**src/rtl/truth_table_sweeper.sv**
```systemverilog
// Exhaustive 3-input truth-table sweeper: walks {a,b,c} through all 8 vectors,
// samples x_in after a settle time and scores the captured word against a latched pattern.
module truth_table_sweeper #(
  parameter int SETTLE_CYCLES = 2,
  parameter int CNT_W         = 4
) (
  input  logic       clk,
  input  logic       rst,
  input  logic       start,
  input  logic [7:0] expected,
  input  logic       x_in,
  output logic       a,
  output logic       b,
  output logic       c,
  output logic       busy,
  output logic       done,
  output logic [7:0] result,
  output logic [3:0] mismatch_cnt,
  output logic       match
);

  localparam logic [0:0]       IDLE   = 1'b0;
  localparam logic [0:0]       SWEEP  = 1'b1;
  localparam logic [CNT_W-1:0] RELOAD = CNT_W'(SETTLE_CYCLES - 1);

  logic [0:0]       state;
  logic [2:0]       idx;
  logic [CNT_W-1:0] cnt;
  logic [7:0]       exp_lat;
  logic [7:0]       result_next;
  logic             miss;

  // Result word including the bit captured on this edge, so the final compare sees vector 7.
  always_comb begin
    result_next      = result;
    result_next[idx] = x_in;
  end

  assign miss = (x_in != exp_lat[idx]);

  always_ff @(posedge clk or posedge rst) begin
    if (rst) begin
      state        <= IDLE;
      idx          <= 3'd0;
      cnt          <= '0;
      exp_lat      <= 8'h00;
      result       <= 8'h00;
      mismatch_cnt <= 4'd0;
      match        <= 1'b0;
      done         <= 1'b0;
    end else begin
      case (state)
        IDLE: begin
          done <= 1'b0;
          if (start) begin
            state        <= SWEEP;
            idx          <= 3'd0;
            cnt          <= RELOAD;
            exp_lat      <= expected;
            result       <= 8'h00;
            mismatch_cnt <= 4'd0;
            match        <= 1'b0;
          end
        end
        SWEEP: begin
          if (cnt != '0) begin
            cnt <= cnt - CNT_W'(1);
          end else begin
            result <= result_next;
            if (miss) mismatch_cnt <= mismatch_cnt + 4'd1;
            if (idx != 3'd7) begin
              idx <= idx + 3'd1;
              cnt <= RELOAD;
            end else begin
              // Returning idx to 0 also parks a,b,c low while idle.
              state <= IDLE;
              idx   <= 3'd0;
              done  <= 1'b1;
              match <= (result_next == exp_lat);
            end
          end
        end
        default: state <= IDLE;
      endcase
    end
  end

  assign busy      = (state == SWEEP);
  assign {a, b, c} = idx;

endmodule
```
**config.mk**
```make
export PLATFORM = sky130hd
export DESIGN_NAME = truth_table_sweeper
export DESIGN_NICKNAME = d
export VERILOG_FILES = /design/src/rtl/truth_table_sweeper.sv
export SDC_FILE = /design/constraint.sdc
export NUM_CORES = 1
export LEC_CHECK = 0
export CAP_MARGIN = 20
export CELL_PAD_IN_SITES_DETAIL_PLACEMENT = 1
export CELL_PAD_IN_SITES_GLOBAL_PLACEMENT = 1
export CORE_ASPECT_RATIO = 0.75
export CORE_MARGIN = 5
export CORE_UTILIZATION = 47
export DETAILED_ROUTE_END_ITERATION = 7
export DONT_BUFFER_PORTS = 1
export PLACE_DENSITY = 0.87
export SKIP_LAST_GASP = 1
export SYNTH_ARGS = -nofsm -noshare
export SYNTH_HDL_FRONTEND = slang
export SYNTH_SLANG_ARGS = --single-unit
export TNS_END_PERCENT = 1
```
**constraint.sdc**
```tcl
create_clock -name clk -period 2.6 [get_ports clk]
set_input_delay 0.65 -clock clk [delete_from_list [all_inputs] [get_ports clk]]
set_output_delay 0.65 -clock clk [all_outputs]
set_load 0.01 [all_outputs]
```
==> reports/metrics.cfg, run 1 <==
[status]
status = finished clean

[drt]
first_pass_iters = 4
highest-signal-layer = met4
avgViaCountPerCell = 6.031
wl_met2_um = 2223
wl_per_cell_um = 18.47
m1WireLength_um = 2135
route.detailed.drc = 0
wl_um = 4710
drtIter0Drc = 89
via_count = 1538
antenna_left = 0
wl_met3_um = 244

[timing]
fin_crit_ps = 2230
drv_slew = 0
layout_setup_ws_ps = 370.3
tightestPinTransition_ps = 739.9
final.setup.tns_ps = 0
rsz0062_at_grt = no
fmax_mhz = 448.5
setup_violations = 0
fin_crit_sh = 0.8576
final.setup_skew_ps = 6.278
relSlewSlack = 0.5057
hold_viol = 0

[clock_network]
cts_made_buffers = 5
cts_setup_buffers = 0
htreeDepth = 2
clk_path_buf_depth = 2
clkLatencyLatePin_ps = 290
clk_pin_slew_ps = 70
root_buffer = clkbuf_8
cts-hold-fix-buffers = 0
cts_resized = 0
cts_sinks = 30
cts_tree = built

[yosys]
synthFlopType = dfrtp_1
syn_inst = 202
avgSynthCellArea_um2 = 8.783
yosysWarningCount = 0
async_flop_share = 1.000
syn_nets = 219
yosys-top-cells-count = nand2_1, dfrtp_1, o21ai_0
synth_top_area_share = 0.4231
synth_area_leaders = dfrtp_1, nand2_1, o21ai_0
yosysMostFrequentCell = nand2_1
synth_area_um2 = 1774
synth.distinct_cells = 38
synth_top_cell_by_area = dfrtp_1
ys_seq_elements = 30
synth-edff-count = 0
synth-seq-area-share = 0.4231

[final_layout]
fin_nets = 219
drive_above_1_share = 0.07882
diodes = 0
fin_util = 0.5243
multi_input_area_um2 = 925.9
ff_latch_area_um2 = 750.7
n_fill_cell = 452
area_delta_synth_final_pct = 8.180

[setup_path]
worstPathRequired_ps = 2760
arrival_ps = 2390
start_kind = flip-flop
path_class = flip-flop to flip-flop
cp_max_fo = 9
endpoint_kind = flip-flop

[global_route]
grt_pass1_vias = 1681
grt_antenna_before_repair = 0
grt_overflow = 0
grt_pass1_wl_um = 8010
grt_max_degree = 31
grt_use_total = 0.2066

[power_and_ir_drop]
p_sw_frac = 0.4304
sequentialPowerShare = 0.417
power.internal_uw = 1325
clkPwrFrac = 0.192
power.leakage_uw = 0.0008646
peakVddDrop_uv = 565.3
p_switching_uw = 1001
powerDensity_nw_per_um2 = 1212
power_frac_comb = 0.391
total_power_uw = 2326

[place]
globalplace.congestion = 0.9273
dp_hpwl_um = 3509
pre_cts_ws_ps = 410.8
io_buffers = 0

[flow_run]
cap_violations = 0

[floorplan]
rows = 19
initial_utilization = 0.4846
ios = 30
dieWidth_um = 80.95
fp.coreArea_um2 = 3661
dieArea_um2 = 5117
die_h_um = 63.21

[min_path]
hold_path_class = primary input to asynchronous set/reset pin

## metal layers
metal,GRT usage,vias up
li1,-,704
met1,0.2623,785
met2,0.3289,37
met3,0.05271,12
met4,0.09072,0
met5,0,-
## cell families (layout without fill, tap and decap cells)
family | count (synthesis) | after routing | synth area share
buf+inv | 21 | 22 | 0.05501
fa+ha+maj | 5 | 5 | 0.03526
xor+xnor | 6 | 6 | 0.02962
mux | 9 | 9 | 0.06558
simple gates | 92 | 92 | 0.2525
compound gates | 39 | 39 | 0.1389
flops | 30 | 30 | 0.4231
## worst paths after layout
path,from,end,slack (ps),cells past startpoint
max,cnt[0],result[3],370,7
max reg2reg,cnt[0],result[3],370,7
min in group clk,start,cnt[2],470,1
max in group asynchronous,rst,result[4],2000,2
min,rst,busy,320,2
min reg2reg,cnt[0],cnt[0],530,1
## worst max-delay path, cell delays in order, from the launching register on
cell and delay (ps):
dfrtp_1 410, inv_1 100, ha_1 220, nor3b_1 470, and2_1 370, nor2_1 210
o21ai_0 220, o21ai_0 110
## flip-flops by register name, summed over array words and instances, names as in the netlist
| register | flops |
|---|---|
| mismatch_cnt | 4 |
| match | 1 |
| exp_lat | 8 |
| result | 8 |
| busy | 1 |
| idx | 3 |
| done | 1 |
| cnt | 4 |
## final cells by class
cell class,count,share of cell area
clock buffers,8,0.05737
inverters,10,0.01956
multi-input cells,151,0.4824
flip-flops and latches,30,0.3911
well taps,52,0.03390
repair buffers,4,0.01565
## cell usage in the layout, fill, tap and decap left out, types with 5 or more instances in the layout
master,instances
clkbuf_8,8
dfrtp_1,30
ha_1,5
inv_1,10
mux2i_1,6
nand2_1,43
nand3_1,8
nor2_1,13
nor3b_1,6
o21ai_0,14
o22ai_1,6
xnor2_1,5
## through the flow
step / std cells / hold slack, ps / instance area, um2
2_1_floorplan: 202 / 472.4 / 1774
3_3_place_gp: 247 / 488.7 / 1809
3_5_place_dp: 247 / 519.1 / 1809
4_1_cts: 255 / 334.8 / 1919
5_1_grt: 255 / 370.9 / 1919
6_report: 255 / 322.8 / 1919
## power groups by stage
| stage | Clock [uW] | Sequential (uW) | Combinational (uW) |
|---|---|---|---|
| 2_1_floorplan | 0 | 847 | 776 |
| 3_3_place_gp | 0 | 955 | 848 |
| 3_5_place_dp | 0 | 978 | 908 |
| 4_1_cts | 454 | 968 | 919 |
| 5_1_grt | 480 | 1010 | 1020 |
| 6_report | 448 | 969 | 909 |
No activity file was read; power rests on OpenSTA's default activity.
==> run 2, diff against run 1 <==
- CAP_MARGIN: 20 -> default
- CTS_BUF_LIST: default -> sky130_fd_sc_hd__clkbuf_16
- REMOVE_ABC_BUFFERS: default -> 1
==> run 2 against run 1 <==
Compared with the run above: combinational power about the same; total power up 9.8%; critical path depth unchanged; first-iteration DRC count up 39%; cell area up 2.5%; die area unchanged; clock-buffer cell count down 3; register-to-register slack worse by 210 ps; clock skew down 1.5 ps; routed wire length up 6.0%; critical path type unchanged; critical endpoint is now result[5]; largest power group unchanged.
==> reports/metrics.cfg, run 2 (synthesis results as in run 1) <==
[status]
status = finished clean  ; unchanged

[final_layout]
fin_nets = 218  ; was 219
stdcell_count = 254  ; was 255
n_fill_cell = 432  ; was 452
diodes = 0  ; unchanged
layout_commonest_cell = nand2_1  ; unchanged
final_cell_mix = nand2_1, dfrtp_1, o21ai_0  ; unchanged
drive_above_1_share = 0.06931  ; was 0.07882
area_delta_synth_final_pct = 10.93  ; was 8.180%
largest_registers = exp_lat x8, result x8  ; unchanged
ff_latch_area_um2 = 750.7  ; unchanged
multi_input_area_um2 = 925.9  ; unchanged
finalInstanceArea_um2 = 1968  ; was 1919 um2

[flow_run]
cap_violations = 0  ; unchanged

[setup_path]
ff2ff_setup_slack_ps = 160  ; was 370 ps
start_kind = flip-flop  ; unchanged
cp_slowest_cell = nor3b_1  ; unchanged
worstPathRequired_ps = 2750  ; was 2760 ps
endpoint_kind = flip-flop  ; unchanged
path_class = flip-flop to flip-flop  ; unchanged
r2r_start = cnt[0]  ; unchanged
critPathTopFamily = simple AND/OR/NAND/NOR gates  ; unchanged
cp_num_cells = 7  ; unchanged
worst_r2r_path_depth = 7  ; unchanged
cp_slowest_stage_delay_ps = 630  ; was 470 ps
cp_max_fo = 9  ; unchanged
cp-startpoint = cnt[0]  ; unchanged
arrival_ps = 2590  ; was 2390 ps
crit_chain = inv_1, ha_1, nor3b_1, and2_1, nor2_1, a21oi_1, o22ai_1  ; was inv_1, ha_1, nor3b_1, and2_1, nor2_1, o21ai_0, o21ai_0
crit_buf_inv = 1  ; unchanged

[drt]
avgViaCountPerCell = 5.929  ; was 6.031
wl_um = 4992  ; was 4710 um
route.detailed.drc = 0  ; unchanged
antenna_left = 0  ; unchanged
drtIter0Drc = 124  ; was 89
first_pass_iters = 4  ; unchanged
wl_per_cell_um = 19.65  ; was 18.47 um
via_count = 1506  ; was 1538

[timing]
final.setup_skew_ps = 4.786  ; was 6.278 ps
fin_crit_ps = 2442  ; was 2230 ps
setup_violations = 0  ; unchanged
relSlewSlack = 0.4539  ; was 0.5057
fmax_mhz = 409.5  ; was 448.5 MHz
drv_slew = 0  ; unchanged
hold_viol = 0  ; unchanged
rsz0062_at_grt = no  ; unchanged
fin_crit_sh = 0.9392  ; was 0.8576
final.setup.tns_ps = 0  ; unchanged
tightestPinTransition_ps = 817.5  ; was 739.9 ps

[clock_network]
cts_resized = 0  ; unchanged
clkLatencyLatePin_ps = 270  ; was 290 ps
clk_path_buf_depth = 2  ; unchanged
clk_pin_slew_ps = 50  ; was 70 ps
cts_tree = built  ; unchanged
cts-hold-fix-buffers = 0  ; unchanged
htreeDepth = 2  ; unchanged
root_buffer = clkbuf_16  ; was clkbuf_8
cts_made_buffers = 5  ; unchanged
cts_setup_buffers = 0  ; unchanged
cts_sinks = 30  ; unchanged

[global_route]
grt_pass1_wl_um = 8431  ; was 8010 um
grt_pass1_vias = 1673  ; was 1681
grt_use_total = 0.2151  ; was 0.2066
grt_antenna_before_repair = 0  ; unchanged
grt_overflow = 0  ; unchanged
grt_max_degree = 31  ; unchanged

[power_and_ir_drop]
powerDensity_nw_per_um2 = 1297  ; was 1212 nW/um2
peakVddDrop_uv = 630.1  ; was 565.3 uV
power.leakage_uw = 0.0008831  ; was 0.0008646 uW

[floorplan]
rows = 19  ; unchanged
ios = 30  ; unchanged
initial_utilization = 0.4846  ; unchanged
fp.coreArea_um2 = 3661  ; unchanged
dieArea_um2 = 5117  ; unchanged
dieWidth_um = 80.95  ; unchanged
die_h_um = 63.21  ; unchanged

[place]
globalplace.congestion = 0.9021  ; was 0.9273
dp.cells = 246  ; was 247
dpl_cell_area_um2 = 1802  ; was 1809 um2
io_buffers = 0  ; unchanged
dp_hpwl_um = 3641  ; was 3509 um

[min_path]
hold_path_class = primary input to asynchronous set/reset pin  ; unchanged

run 2: cell count changes in the layout (fill, tap and decap cells not counted), sizes merged:
cell,previous run,this run
clkbuf,8,5
buf,4,3
clkinvlp,0,1
inv,10,11
bufinv,0,1
run 2: cell type report:
| class | count | area share |
|---|---|---|
| multi-input cells | 151 | 0.4704 |
| flip-flops and latches | 30 | 0.3814 |
| clock buffers | 5 | 0.06357 |
| well taps | 52 | 0.03306 |
| clock inverters | 3 | 0.02098 |
| inverters | 10 | 0.01907 |
| repair buffers | 3 | 0.01144 |
run 2: stage by stage:
stage | setup WS [ps] | total power (uW) | hold slack, ps | util
detailed placement | 193.6 | 1891 | 506.9 | 0.4921
floorplan | 504.0 | 1568 | 472.4 | -
global placement | 447.8 | 1781 | 489.8 | 0.4921
finish | 158.1 | 2553 | 343.0 | 0.5376
global route | 14.72 | 2721 | 387.3 | 0.5376
CTS | 196.7 | 2562 | 353.7 | 0.5376
run 2: metal layers:
layer | wire length, um | GRT usage | vias to the layer above
met5 | 0 | 0 | -
met4 | 40 | 0.05696 | 0
met3 | 272 | 0.05840 | 8
met2 | 2432 | 0.3504 | 42
met1 | 2247 | 0.2798 | 759
li1 | - | - | 697
run 2: worst register-to-register path, cell delays in order (launching register included):
cell and delay [ps]:
dfrtp_1 400, inv_1 100, ha_1 210, nor3b_1 630, and2_1 380, nor2_1 220
a21oi_1 260, o22ai_1 120
run 2: power by group:
part	internal, uW	switching [uW]	total [uW]	leakage (uW)
clock	447	200	648	0.0000812
combinational	411	496	907	0.000415
sequential	643	355	998	0.000387
run 2: path summary, 6_finish.rpt:
| path | endpoint |
|---|---|
| worst max-delay path | result[5] |
| worst min-delay path | exp_lat[6] |
| worst max register to register | result[5] |
| worst min register to register | cnt[0] |
| max in group asynchronous | result[3] |
| min in group clk | cnt[2] |
==> run 3, diff against run 2 <==
- CORE_ASPECT_RATIO: 0.75 -> 0.5
- REMOVE_ABC_BUFFERS: 1 -> default
==> run 3 against run 2 <==
Compared with the run above: fmax grew 2.6%; first-iteration DRC count shrank 29%; cell area grew 1.0%; core utilization grew 2.6 points; routed wire length grew 8.7%; clock skew shrank 2.3 ps; flip-flop and latch count is the same; critical path type unchanged; largest power group unchanged.
==> reports/metrics.cfg, run 3 (synthesis results as in run 1) <==
[drt]
avgViaCountPerCell = 5.977  ; was 5.929
drtIter0Drc = 88  ; was 124
first_pass_iters = 5  ; was 4
m1WireLength_um = 2358  ; was 2247 um
via_count = 1530  ; was 1506
route.detailed.drc = 0  ; unchanged
highest-signal-layer = met4  ; unchanged
wl_met2_um = 2605  ; was 2432 um
wl_met3_um = 338  ; was 272 um
wl_per_cell_um = 21.20  ; was 19.65 um
wl_um = 5428  ; was 4992 um
antenna_left = 0  ; unchanged

[timing]
relSlewSlack = 0.5218  ; was 0.4539
final.setup.tns_ps = 0  ; unchanged
final.setup_skew_ps = 2.502  ; was 4.786 ps
tightestPinTransition_ps = 717.3  ; was 817.5 ps
hold_viol = 0  ; unchanged
rsz0062_at_grt = no  ; unchanged
fin_crit_ps = 2380  ; was 2442 ps
fmax_mhz = 420.3  ; was 409.5 MHz
setup_violations = 0  ; unchanged
fin_crit_sh = 0.9152  ; was 0.9392
drv_slew = 0  ; unchanged

[clock_network]
cts-hold-fix-buffers = 0  ; unchanged
htreeDepth = 2  ; unchanged
clkLatencyLatePin_ps = 290  ; was 270 ps
clk_path_buf_depth = 2  ; unchanged
root_buffer = clkbuf_16  ; unchanged
cts_made_buffers = 5  ; unchanged
clk_pin_slew_ps = 50  ; about the same
cts_resized = 0  ; unchanged
cts_setup_buffers = 0  ; unchanged
cts_sinks = 30  ; unchanged
cts_tree = built  ; unchanged

[final_layout]
largest_registers = exp_lat x8, result x8  ; unchanged
n_fill_cell = 425  ; was 432
fin_util = 0.5635  ; was 0.5376
diodes = 0  ; unchanged
layout_commonest_cell = nand2_1  ; unchanged
final_cell_mix = nand2_1, dfrtp_1, o21ai_0  ; unchanged
fin_nets = 221  ; was 218
area_delta_synth_final_pct = 12.06  ; was 10.93%
drive_above_1_share = 0.08780  ; was 0.06931

[setup_path]
arrival_ps = 2580  ; was 2590 ps
cp-startpoint = idx[1]  ; was cnt[0]
start_kind = flip-flop  ; unchanged
cp_max_fo = 19  ; was 9
path_class = flip-flop to flip-flop  ; unchanged
worstPathRequired_ps = 2800  ; was 2750 ps
r2r_start = idx[1]  ; was cnt[0]
endpoint_kind = flip-flop  ; unchanged

[global_route]
grt_pass1_wl_um = 9135  ; was 8431 um
grt_max_degree = 31  ; unchanged
grt_overflow = 0  ; unchanged
grt_use_total = 0.2342  ; was 0.2151
grt_antenna_before_repair = 0  ; unchanged
grt_pass1_vias = 1671  ; was 1673

[floorplan]
ios = 30  ; unchanged
dieArea_um2 = 5178  ; was 5117 um2
rows = 15  ; was 19
dieWidth_um = 96.89  ; was 80.95 um
fp.coreArea_um2 = 3528  ; was 3661 um2
die_h_um = 53.45  ; was 63.21 um
initial_utilization = 0.5028  ; was 0.4846

[power_and_ir_drop]
peakVddDrop_uv = 500.3  ; was 630.1 uV
power.leakage_uw = 0.0009004  ; was 0.0008831 uW
powerDensity_nw_per_um2 = 1309  ; was 1297 nW/um2

[status]
status = finished clean  ; unchanged

[min_path]
hold_path_class = primary input to asynchronous set/reset pin  ; unchanged

[place]
globalplace.congestion = 0.8736  ; was 0.9021
io_buffers = 0  ; unchanged
dp_hpwl_um = 3541  ; was 3641 um

[flow_run]
cap_violations = 0  ; unchanged

## run 3: cell count changes in the layout (fill, tap and decap cells not counted)
cell,change
buf_4,+3
inv_1,-1
clkinvlp_4,-1
clkinv_2,+2
## run 3: area by class of cell
class	instances	area (um2)	area share
clock buffer	5	125.1	0.06293
clock inverter	3	40.04	0.02014
inverter	10	37.54	0.01888
multi-input combinational	151	925.9	0.4657
sequential	30	750.7	0.3776
tap	51	63.81	0.03210
timing repair buffer	6	45.04	0.02266
## run 3: worst paths after layout
| path | to | slack, ps | depth (start not counted) |
|---|---|---|---|
| worst min-delay path | cnt[3] | 330 | 2 |
| worst min register to register | cnt[0] | 540 | 1 |
| min in group clk | cnt[3] | 470 | 1 |
| worst max-delay path | match | 220 | 6 |
| max in group asynchronous | result[0] | 1980 | 2 |
| worst max register to register | match | 220 | 6 |
## run 3: power breakdown
part / switching [uW] / internal [uW]
clock network: 226 / 448
logic: 503 / 426
registers: 357 / 643
total: 1090 / 1520
## run 3: critical path: stages, from the launching register on
cell and delay [ps]:
dfrtp_1 800, ha_1 270, ha_1 230, nand3_1 190, a2111oi_0 460, nand4_1 140
o21ai_0 190
## run 3: metrics by stage
stage	worst slack [ps]	power (uW)	cells	hold slack [ps]	cell area [um2]
floorplan	675.9	1623	202	472.4	1774
global placement	452.9	1808	248	490.0	1823
detailed placement	412.0	1879	248	536.2	1823
CTS	256.8	2598	256	343.9	1988
global route	86.42	2773	256	368.0	1988
finish	220.5	2602	256	335.0	1988
## run 3: per-layer routing
layer | track usage | vias to the layer above
li1 | - | 714
met1 | 0.2717 | 752
met2 | 0.4041 | 50
met3 | 0.08158 | 14
met4 | 0.09790 | 0
met5 | 0 | -
